$ cat src/rtl/memwb_stage_if.sv
// Memory->writeback stage bundle: upstream instruction fields, memory read return, flush, and the
// register-file write / forwarding outputs. master = pipeline/memory side, slave = the stage.
interface memwb_stage_if #(
  parameter int DATA_W  = 16,
  parameter int RADDR_W = 4,
  parameter int NUM_SRC = 3,
  parameter int SEL_W   = (NUM_SRC > 1) ? $clog2(NUM_SRC) : 1
);
  logic                          in_valid;
  logic                          in_wb_en;
  logic [RADDR_W-1:0]            in_rd;
  logic [SEL_W-1:0]              in_wbs;
  logic                          in_ni;
  logic [(NUM_SRC-1)*DATA_W-1:0] in_src;
  logic                          mem_rvalid;
  logic [DATA_W-1:0]             mem_rdata;
  logic                          flush;
  logic                          stall_out;
  logic                          wb_we;
  logic [RADDR_W-1:0]            wb_rd;
  logic [DATA_W-1:0]             wb_data;
  logic                          wb_ni;
  logic                          fwd_valid;

  modport master (
    output in_valid, in_wb_en, in_rd, in_wbs, in_ni, in_src, mem_rvalid, mem_rdata, flush,
    input  stall_out, wb_we, wb_rd, wb_data, wb_ni, fwd_valid
  );

  modport slave (
    input  in_valid, in_wb_en, in_rd, in_wbs, in_ni, in_src, mem_rvalid, mem_rdata, flush,
    output stall_out, wb_we, wb_rd, wb_data, wb_ni, fwd_valid
  );
endinterface

$ cat src/rtl/memwb_stage.sv
// Memory->writeback pipeline register with writeback-source mux; 1 cycle in->wb, plus one per cycle a load waits.
// Late load data holds the stage in WAIT_MEM and raises stall_out; no downstream back-pressure.
module memwb_stage #(
  parameter int DATA_W   = 16,
  parameter int RADDR_W  = 4,
  parameter int NUM_SRC  = 3,
  parameter int ZERO_REG = 1
) (
  input logic          clk,
  input logic          rst_n,
  memwb_stage_if.slave bus
);
  localparam int SEL_W = (NUM_SRC > 1) ? $clog2(NUM_SRC) : 1;

  typedef enum logic [1:0] {
    EMPTY    = 2'd0,
    READY    = 2'd1,
    WAIT_MEM = 2'd2
  } state_t;

  typedef struct packed {
    logic               wb_en;
    logic [RADDR_W-1:0] rd;
    logic               ni;
    logic [DATA_W-1:0]  data;
  } wb_fields_t;

  state_t            state_q, state_d;
  wb_fields_t        fld_q, fld_d;
  logic [DATA_W-1:0] src_sel;
  logic              capture;
  logic              rd_is_r0;

  // Register-side sources 1..NUM_SRC-1; select 0 (memory) and illegal encodings fall through to zero.
  always_comb begin
    src_sel = '0;
    for (int k = 1; k < NUM_SRC; k++) begin
      if (bus.in_wbs == SEL_W'(k)) begin
        src_sel = bus.in_src[(k-1)*DATA_W +: DATA_W];
      end
    end
  end

  assign capture = (state_q != WAIT_MEM) && bus.in_valid && !bus.flush;

  always_comb begin
    state_d = state_q;
    fld_d   = fld_q;
    case (state_q)
      WAIT_MEM: begin
        // Flush wins over data returning on the same cycle.
        if (bus.flush) begin
          state_d = EMPTY;
        end else if (bus.mem_rvalid) begin
          fld_d.data = bus.mem_rdata;
          state_d    = READY;
        end
      end
      default: begin
        if (capture) begin
          fld_d.wb_en = bus.in_wb_en;
          fld_d.rd    = bus.in_rd;
          fld_d.ni    = bus.in_ni;
          if (bus.in_wbs == '0) begin
            if (bus.mem_rvalid) begin
              fld_d.data = bus.mem_rdata;
              state_d    = READY;
            end else begin
              state_d    = WAIT_MEM;
            end
          end else begin
            fld_d.data = src_sel;
            state_d    = READY;
          end
        end else begin
          state_d = EMPTY;
        end
      end
    endcase
  end

  always_ff @(posedge clk) begin
    if (!rst_n) begin
      state_q <= EMPTY;
      fld_q   <= '0;
    end else begin
      state_q <= state_d;
      fld_q   <= fld_d;
    end
  end

  assign rd_is_r0      = (ZERO_REG != 0) && (fld_q.rd == '0);
  assign bus.stall_out = (state_q == WAIT_MEM);
  assign bus.wb_we     = (state_q == READY) && fld_q.wb_en && !rd_is_r0;
  assign bus.fwd_valid = bus.wb_we;
  assign bus.wb_rd     = fld_q.rd;
  assign bus.wb_ni     = fld_q.ni;
  assign bus.wb_data   = (state_q == READY) ? fld_q.data : '0;
endmodule

$ cat src/flat_wrapper.sv
// flat-port wrapper written by rule: the top's interface ports become plain ports
module memwb_stage_flat 
#(
  parameter int DATA_W   = 16,
  parameter int RADDR_W  = 4,
  parameter int NUM_SRC  = 3,
  parameter int ZERO_REG = 1
)
  (clk, rst_n, bus_in_valid, bus_in_wb_en, bus_in_rd, bus_in_wbs, bus_in_ni, bus_in_src, bus_mem_rvalid, bus_mem_rdata, bus_flush, bus_stall_out, bus_wb_we, bus_wb_rd, bus_wb_data, bus_wb_ni, bus_fwd_valid);
  memwb_stage_if #(.DATA_W(DATA_W), .RADDR_W(RADDR_W), .NUM_SRC(NUM_SRC)) bus_i ();
  input logic clk;
  input logic rst_n;
  input wire logic [$bits(bus_i.in_valid)-1:0] bus_in_valid;
  input wire logic [$bits(bus_i.in_wb_en)-1:0] bus_in_wb_en;
  input wire logic [$bits(bus_i.in_rd)-1:0] bus_in_rd;
  input wire logic [$bits(bus_i.in_wbs)-1:0] bus_in_wbs;
  input wire logic [$bits(bus_i.in_ni)-1:0] bus_in_ni;
  input wire logic [$bits(bus_i.in_src)-1:0] bus_in_src;
  input wire logic [$bits(bus_i.mem_rvalid)-1:0] bus_mem_rvalid;
  input wire logic [$bits(bus_i.mem_rdata)-1:0] bus_mem_rdata;
  input wire logic [$bits(bus_i.flush)-1:0] bus_flush;
  output wire logic [$bits(bus_i.stall_out)-1:0] bus_stall_out;
  output wire logic [$bits(bus_i.wb_we)-1:0] bus_wb_we;
  output wire logic [$bits(bus_i.wb_rd)-1:0] bus_wb_rd;
  output wire logic [$bits(bus_i.wb_data)-1:0] bus_wb_data;
  output wire logic [$bits(bus_i.wb_ni)-1:0] bus_wb_ni;
  output wire logic [$bits(bus_i.fwd_valid)-1:0] bus_fwd_valid;
  assign bus_i.in_valid = bus_in_valid;
  assign bus_i.in_wb_en = bus_in_wb_en;
  assign bus_i.in_rd = bus_in_rd;
  assign bus_i.in_wbs = bus_in_wbs;
  assign bus_i.in_ni = bus_in_ni;
  assign bus_i.in_src = bus_in_src;
  assign bus_i.mem_rvalid = bus_mem_rvalid;
  assign bus_i.mem_rdata = bus_mem_rdata;
  assign bus_i.flush = bus_flush;
  assign bus_stall_out = bus_i.stall_out;
  assign bus_wb_we = bus_i.wb_we;
  assign bus_wb_rd = bus_i.wb_rd;
  assign bus_wb_data = bus_i.wb_data;
  assign bus_wb_ni = bus_i.wb_ni;
  assign bus_fwd_valid = bus_i.fwd_valid;
  memwb_stage #(.DATA_W(DATA_W), .RADDR_W(RADDR_W), .NUM_SRC(NUM_SRC), .ZERO_REG(ZERO_REG)) u_core (.clk(clk), .rst_n(rst_n), .bus(bus_i));
endmodule
$ cat config.mk
export PLATFORM = sky130hd
export DESIGN_NAME = memwb_stage_flat
export DESIGN_NICKNAME = d
export VERILOG_FILES = /design/src/rtl/memwb_stage_if.sv /design/src/rtl/memwb_stage.sv /design/src/flat_wrapper.sv
export SDC_FILE = /design/constraint.sdc
export NUM_CORES = 1
export LEC_CHECK = 0
export CAP_MARGIN = 10
export CORE_ASPECT_RATIO = 0.5
export CORE_MARGIN = 2
export CORE_UTILIZATION = 39
export DETAILED_ROUTE_END_ITERATION = 10
export PLACE_DENSITY = 0.86
export REMOVE_ABC_BUFFERS = 1
export SLEW_MARGIN = 10
export SYNTH_ARGS = -nofsm -noshare
export SYNTH_HDL_FRONTEND = slang
export SYNTH_SLANG_ARGS = --single-unit
$ cat constraint.sdc
create_clock -name clk -period 1.65 [get_ports clk]
set_clock_uncertainty 0.2 [all_clocks]
set_input_delay 0.33 -clock clk [delete_from_list [all_inputs] [get_ports clk]]
set_output_delay 0.33 -clock clk [all_outputs]
set_load 0.02 [all_outputs]
Word level (Yosys, flattened, before mapping)
Cells that the tools add are included.
{"block": "totals", "reg_bits": 24, "elab_cells": 38}
{"block": "op_classes", "bitwise": 1, "n_reduce_logical": 11, "eq_ne": 7, "muxes": 14}
{"op": "$mux W16", "n": 8}
{"op": "$mux W2", "n": 6}
{"op": "$eq A2 B1 Y1 const B", "n": 2}
{"op": "$eq A2 B2 Y1 const B", "n": 2}
{"op": "$logic_and A1 B1 Y1", "n": 4}
{"op": "$logic_not A4 Y1", "n": 1}
{"op": "$ne A2 B2 Y1 const B", "n": 2}
{"op": "$reduce_and A2 Y1", "n": 2}
{"op": "$ne A3 B3 Y1 const B", "n": 1}
{"op": "$logic_not A1 Y1", "n": 2}
{"op": "$logic_not A2 Y1", "n": 1}
{"op": "$reduce_bool A2 Y1", "n": 1}
{"op": "$not A1 Y1", "n": 1}

Depth between registers and ports, before layout
Gate-level depths: netlist of the first run.
{"block": "depth", "word_depth": 6, "depth_mapped": 6, "depth_no_buf": 5}

Worst setup path before layout of the first run
Ideal clock, no wire load.
{"block": "synth_timing", "path_kind": "flip-flop to output port", "start": "register u_core.state_q[0]", "end": "output bus_wb_we", "path_buffers": 2, "stages_incl_launch_ff": 6, "path_slack_ns": -0.265, "required_time_ns": 1.120, "arrival_ns": 1.385, "path_cell_list": "dfxtp_1 -> nor2b_1 -> clkbuf_1 -> nand2_1 -> nor2_1 -> buf_4"}
{"block": "synth_between", "elab_chain_cells": 3}
{"item": "start, declared", "line_no": "memwb_stage.sv:28", "text": "state_t state_q, state_d;"}
{"item": "start signal, assigned", "line_no": "memwb_stage.sv:87", "text": "state_q <= state_d;"}
{"item": "$eq A2 B1 Y1", "line_no": "memwb_stage.sv:94", "text": "assign bus.wb_we = (state_q == READY) && fld_q.wb_en && !rd_is_r0;"}
{"item": "$logic_and A1 B1 Y1 (2 in a row)", "line_no": "memwb_stage.sv:94"}
{"item": "end, declared", "line_no": "flat_wrapper.sv:23", "text": "output wire logic [$bits(bus_i.wb_we)-1:0] bus_wb_we;"}
No other way between the ends.

Final worst setup path of the first run
{"block": "layout_timing", "start": "register u_core.state_q[0]", "end": "output bus_wb_data[2]"}
{"block": "layout_between", "elab_chain_cells": 2}
{"item": "$eq A2 B1 Y1", "line_no": "memwb_stage.sv:98", "text": "assign bus.wb_data = (state_q == READY) ? fld_q.data : '0;"}
{"item": "$mux W16", "line_no": "memwb_stage.sv:98"}
{"item": "end, declared", "line_no": "flat_wrapper.sv:25", "text": "output wire logic [$bits(bus_i.wb_data)-1:0] bus_wb_data;"}
No other way between the ends.

==> results.sh, run 1 <==
export IMPL_failed_checks="setup timing"
export IMPL_cts_root_buf="clkbuf_8"
export IMPL_clkLatencyLatePin_ns=0.27
export IMPL_synthCells=189
export IMPL_relSlewSlack=0.817
export IMPL_chipHeight_um=48.6
export IMPL_required_ns=1.12
export IMPL_fp_coreArea_um2=3860
export IMPL_worstMarginPinSlew_ns=0.272
export IMPL_place_congestion=0.748
export IMPL_grt_max_degree=35
export IMPL_synth_area_per_cell_um2=8.20
export IMPL_fmax_mhz=559
export IMPL_io_buffers=84
export IMPL_grt_pass1_vias=1805
export IMPL_syn_cell_area_um2=1550
export IMPL_period_minus_slack_ns=1.79
export IMPL_num_vias=1846
export IMPL_pre_cts_slack_ns=-0.912
export IMPL_row_count=16
export IMPL_ir_drop_v=0.000420
export IMPL_wirelength_um=6100
export IMPL_endpoint_kind="primary output"
export IMPL_fin_util=0.714
export IMPL_max_cap_violations=0
export IMPL_drive_above_1_share=0.277
export IMPL_hpwlAfterDp_um=3810
export IMPL_cp_max_fo=7
export IMPL_syn2layout_area_growth_pct=78.0
export IMPL_via_per_inst=5.49
export IMPL_fin_crit_sh=1.09
export IMPL_synth_edf_count=0
export IMPL_rsz0062_at_grt="yes"
export IMPL_hold_class="reg2reg"
export IMPL_yosysWarnings=0
export IMPL_final_nets=344
export IMPL_grt_pass1_wl_um=9410
export IMPL_fin_tns_setup_ns=-1.43
export IMPL_maxSlewViolCount=0
export IMPL_start_util=0.401
export IMPL_crit_arrival_ns=1.26
export IMPL_p_total_mw=1.54
export IMPL_critPathKind="reg2out"
export IMPL_clk_pin_slew_worst_paths_ns=0.08
export IMPL_dieArea_um2=4530
export IMPL_wl_per_cell_um=18.2
export IMPL_power_density_nw_per_um2=558
export IMPL_outcome="finished, violations left"
export IMPL_setup_slack_ns=-0.140
export IMPL_clock_sinks=24
export IMPL_mostFrequentLayoutCells="59 x clkdlybuf4s50_1, 48 x a21oi_1, 22 x mux2i_1, 22 x buf_6, 22 x dfxtp_1"
export IMPL_io_pins=85
export IMPL_n_fill_cell=261
export IMPL_overflow=0
export IMPL_route_detailed_drc=0
export IMPL_cts_made_buffers=3
export IMPL_synth_cell_types=22
export IMPL_fp_dieW_um=93.2
export IMPL_startpoint_type="flop"
export IMPL_antenna_found_initial=0
export IMPL_synthArstFlopShare=0
export IMPL_layout_commonest_cell="clkdlybuf4s50_1"
export IMPL_grt_total_usage=0.266
export IMPL_ctsLongestPathBuffers=2
export IMPL_ant_nets=0
export IMPL_hold_viol_final=0
export IMPL_drt_iter0_drc=131
export IMPL_ys_seq_area_frac=0.310
export IMPL_p_leak_nw=1.17
export IMPL_synth_seq_cells=24
export IMPL_cts_tree="built"
export IMPL_synth_flop_cell="dfxtp_1"
export IMPL_diodes=0
export IMPL_drt_first_pass_iters=5
export IMPL_cts_htree_levels=1
export IMPL_finalSetupViolCount=23
[sequential cells by signal (all words and copies together) (netlist names)]
name,cells
u_core.bus.wb_ni,1
u_core.bus.wb_rd,4
u_core.fld_q,17
u_core.state_q,2
[repair_timing]
item                       CTS  global route
setup buffers                5             0
cloned                       2             0
pin swaps                    7             1
setup endpoints to repair   42            44
gates resized for setup    139            17
hold buffers                 0             0
[synthesized netlist by cell type, types with 3 or more instances]
library cell   n  area share
o21ai_0        3      0.0097
buf_4          9       0.044
o21ai_1       14       0.045
dfxtp_1       24        0.31
clkbuf_1       4      0.0097
nor2b_1        9       0.036
and2_1        16       0.065
buf_2          7       0.023
a21oi_1       49        0.16
a22o_1        16       0.090
mux2i_1       22        0.14
nand2_1        3      0.0073
[final timing paths]
path	depth (start not counted)	endpoint	start	slack (ns)
min reg2reg	2	u_core.fld_q[8]$_SDFFE_PN0P_	u_core.fld_q[8]$_SDFFE_PN0P_	0.34
max reg2reg	7	u_core.fld_q[5]$_SDFFE_PN0P_	u_core.state_q[1]$_SDFFE_PN0P_	-0.01
max	5	bus_wb_data[2]	u_core.state_q[0]$_SDFFE_PN0P_	-0.14
min	2	u_core.fld_q[8]$_SDFFE_PN0P_	u_core.fld_q[8]$_SDFFE_PN0P_	0.34
[worst max-delay path, cell delays in order, from the launching register on]
cell and delay (ns):
dfxtp_2 0.34, nor2b_4 0.17, buf_6 0.15, buf_6 0.09
and2_4 0.13, buf_6 0.11
[logic make-up after synthesis]
kind of cell,Yosys count,share of synthesized area
AOI/OAI and AO/OA,83,0.314
muxes,22,0.142
buffers and inverters,26,0.0968
DFF,24,0.310
and+or+nand+nor,34,0.137
[metrics by stage]
step / instances / hold WS (ns) / instance area [µm²]
2_1_floorplan: 166 / 0.258 / 1410
3_3_place_gp: 325 / 0.300 / 2520
3_5_place_dp: 325 / 0.308 / 2520
4_1_cts: 336 / 0.338 / 2720
5_1_grt: 336 / 0.352 / 2760
6_report: 336 / 0.343 / 2760
[routing by layer]
metal,up-vias,track usage,routed length (µm)
li1,860,-,-
met1,873,0.355,2560
met2,97,0.440,3090
met3,16,0.0483,357
met4,0,0.0858,99
met5,-,0,0
[power by group]
| part | total [mW] | switching [mW] | internal (mW) |
|---|---|---|---|
| Sequential | 0.644 | 0.0291 | 0.615 |
| Clock | 0.401 | 0.188 | 0.213 |
| Combinational | 0.493 | 0.198 | 0.296 |
[area by class of cell]
cell class / count / area [µm²] / area share
Sequential cell: 24 / 483 / 0.175
Timing Repair Buffer: 112 / 1150 / 0.418
Clock buffer: 4 / 55.1 / 0.0200
Multi-Input combinational cell: 139 / 987 / 0.358
Inverter: 3 / 13.8 / 0.00499
Tap cell: 54 / 67.6 / 0.0245
Power figures use the tool's default switching activity.
==> inputs of run 2 (changes only) <==
--- a/config.mk
+++ b/config.mk
@@ -9,6 +9,7 @@
 export CORE_ASPECT_RATIO = 0.5
 export CORE_MARGIN = 2
 export CORE_UTILIZATION = 39
+export CTS_CLUSTER_DIAMETER = 30
 export DETAILED_ROUTE_END_ITERATION = 10
 export PLACE_DENSITY = 0.86
 export REMOVE_ABC_BUFFERS = 1
==> results of run 2 <==
The final DEF is identical to that of run 1; final timing and power are the same.
==> inputs of run 3 (changes only) <==
--- a/config.mk
+++ b/config.mk
@@ -6,7 +6,7 @@
 export NUM_CORES = 1
 export LEC_CHECK = 0
 export CAP_MARGIN = 10
-export CORE_ASPECT_RATIO = 0.5
+export CORE_ASPECT_RATIO = 0.9
 export CORE_MARGIN = 2
 export CORE_UTILIZATION = 39
 export CTS_CLUSTER_DIAMETER = 30
==> run 3 against run 2 <==
  * Sequential power about the same
  * Clock power increased by 3%
  * Fmax decreased by 1.6%
  * Die area decreased by 0.66%
  * Final cell count decreased by 1.2%
  * Register-to-register slack got worse by 0.03 ns
  * Combinational power increased by 4%
  * The run still ends with setup timing left
  * Highest routed layer unchanged
  * Total power increased by 2.0%
  * Sequential share of layout area decreased by 0.58 points
  * First-iteration DRC count decreased by 5.3%
==> results.sh, run 3 (synthesis results as in run 1) <==
export IMPL_wirelength_um=5810
export IMPL_ir_drop_v=0.000539
export IMPL_startpoint_type="flop"
export IMPL_clock_sinks=24
export IMPL_cts_made_buffers=3
export IMPL_num_vias=1803
export IMPL_grt_pass1_vias=1833
export IMPL_pwr_share_comb=0.326
export IMPL_drt_iter0_drc=124
export IMPL_ant_nets=0
export IMPL_syn2layout_area_growth_pct=85.1
export IMPL_grt_max_degree=35
export IMPL_ctsLongestPathBuffers=2
export IMPL_hold_viol_final=0
export IMPL_cp_slowest_stage_delay_ns=0.34
export IMPL_clkLatencyLatePin_ns=0.27
export IMPL_fp_coreArea_um2=3760
export IMPL_io_pins=85
export IMPL_pwr_share_clk=0.263
export IMPL_io_buffers=84
export IMPL_failed_checks="setup timing"
export IMPL_setup_slack_ns=-0.169
export IMPL_p_leak_nw=1.22
export IMPL_critPathKind="reg2out"
export IMPL_largest_reg_flops=17
export IMPL_switching_share=0.271
export IMPL_overflow=0
export IMPL_worstMarginPinSlew_ns=0.303
export IMPL_cp_top_family="buffers and inverters"
export IMPL_period_minus_slack_ns=1.82
export IMPL_critical_path_buf_inv_count=3
export IMPL_largest_register="u_core.fld_q"
export IMPL_fin_crit_sh=1.10
export IMPL_wl_per_cell_um=17.5
export IMPL_outcome="finished, violations left"
export IMPL_hold_depth=2
export IMPL_start_util=0.413
export IMPL_place_congestion=0.744
export IMPL_fmax_mhz=550
export IMPL_drt_first_pass_iters=4
export IMPL_route_detailed_drc=0
export IMPL_p_total_mw=1.57
export IMPL_diodes=0
export IMPL_pwr_share_seq=0.412
export IMPL_rsz0062_at_grt="yes"
export IMPL_crit_arrival_ns=1.29
export IMPL_final_nets=348
export IMPL_layout_commonest_cell="clkdlybuf4s50_1"
export IMPL_dieArea_um2=4500
export IMPL_worst_r2r_path_depth=7
export IMPL_fp_dieW_um=70.5
export IMPL_relSlewSlack=0.796
export IMPL_drive_above_1_share=0.297
export IMPL_hold_class="reg2reg"
export IMPL_grt_pass1_wl_um=8300
export IMPL_endpoint_kind="primary output"
export IMPL_row_count=21
export IMPL_chipHeight_um=63.8
export IMPL_p_sw_uw=426
export IMPL_grt_total_usage=0.232
export IMPL_cts_htree_levels=1
export IMPL_mostFrequentLayoutCells="60 x clkdlybuf4s50_1, 48 x a21oi_1, 24 x buf_6, 22 x mux2i_1, 20 x dfxtp_1"
export IMPL_crit_slowest_cell="dfxtp_2"
export IMPL_intPower_mw=1.14
export IMPL_antenna_found_initial=0
export IMPL_hpwlAfterDp_um=3500
export IMPL_max_cap_violations=0
export IMPL_required_ns=1.12
export IMPL_clk_pin_slew_worst_paths_ns=0.09
export IMPL_cts_root_buf="clkbuf_8"
export IMPL_cp_cell_sequence="nor2b_4 > buf_4 > buf_6 > and2_4 > buf_6"
export IMPL_cp_depth=5
export IMPL_via_per_inst=5.43
export IMPL_finalSetupViolCount=32
export IMPL_pre_cts_slack_ns=-0.350
export IMPL_cts_tree="built"
export IMPL_cp_max_fo=5
export IMPL_maxSlewViolCount=0
export IMPL_power_density_nw_per_um2=547
export IMPL_crit_top_cell="buf_6"
## run 3: worst min-delay path, cell delays in order (launching register included)
cell and delay, ns:
dfxtp_1 0.33, mux2i_1 0.06, nor2b_1 0.09
## run 3: power groups by stage
| stage | sequential (mW) | clock [mW] | combinational, mW |
|---|---|---|---|
| after floorplan | 0.652 | 0 | 0.165 |
| after global placement | 0.648 | 0 | 0.439 |
| after detailed placement | 0.651 | 0 | 0.449 |
| after CTS | 0.640 | 0.418 | 0.466 |
| after global routing | 0.649 | 0.444 | 0.546 |
| final | 0.646 | 0.412 | 0.511 |
## run 3: cell type report
| class | instances | area [µm²] |
|---|---|---|
| Clock buffer | 4 | 55.1 |
| Fill cell | 246 | 888 |
| Inverter | 3 | 13.8 |
| Multi-Input combinational cell | 139 | 993 |
| Sequential cell | 24 | 485 |
| Tap cell | 46 | 57.6 |
| Timing Repair Buffer | 116 | 1260 |
## run 3: through the flow
step / setup TNS, ns / instance area, µm² / util / hold WS [ns] / cells
floorplan: -3.47 / 1410 / - / 0.258 / 166
global placement: -8.19 / 2540 / 0.677 / 0.301 / 315
detailed placement: -9.70 / 2540 / 0.677 / 0.308 / 315
CTS: -2.08 / 2710 / 0.720 / 0.327 / 324
global route: -4.32 / 2870 / 0.764 / 0.348 / 332
finish: -2.53 / 2870 / 0.764 / 0.318 / 332
## run 3: path summary, 6_finish.rpt
kind / from / to / slack (ns)
worst max-delay path: u_core.state_q[0]$_SDFFE_PN0P_ / bus_wb_data[13] / -0.17
worst min-delay path: u_core.bus.wb_ni$_SDFFE_PN0P_ / u_core.bus.wb_ni$_SDFFE_PN0P_ / 0.32
worst max register to register: u_core.state_q[1]$_SDFFE_PN0P_ / u_core.fld_q[5]$_SDFFE_PN0P_ / -0.04
worst min register to register: u_core.bus.wb_ni$_SDFFE_PN0P_ / u_core.bus.wb_ni$_SDFFE_PN0P_ / 0.32
## run 3: what timing repair did
| item | in CTS | in global routing |
|---|---|---|
| setup buffers | 4 | 5 |
| endpoints found under the setup margin | 30 | 35 |
| pin swaps | 7 | 1 |
| hold buffers | 0 | 0 |
| cloned | 1 | 3 |
| resized for setup | 140 | 20 |
| endpoints found under the hold margin | 0 | 0 |
## run 3: metal layers
metal | GRT usage | up-vias | wire, µm
li1 | - | 865 | -
met1 | 0.260 | 848 | 2250
met2 | 0.429 | 82 | 3080
met3 | 0.0505 | 8 | 416
met4 | 0.0841 | 0 | 69
met5 | 0 | - | 0
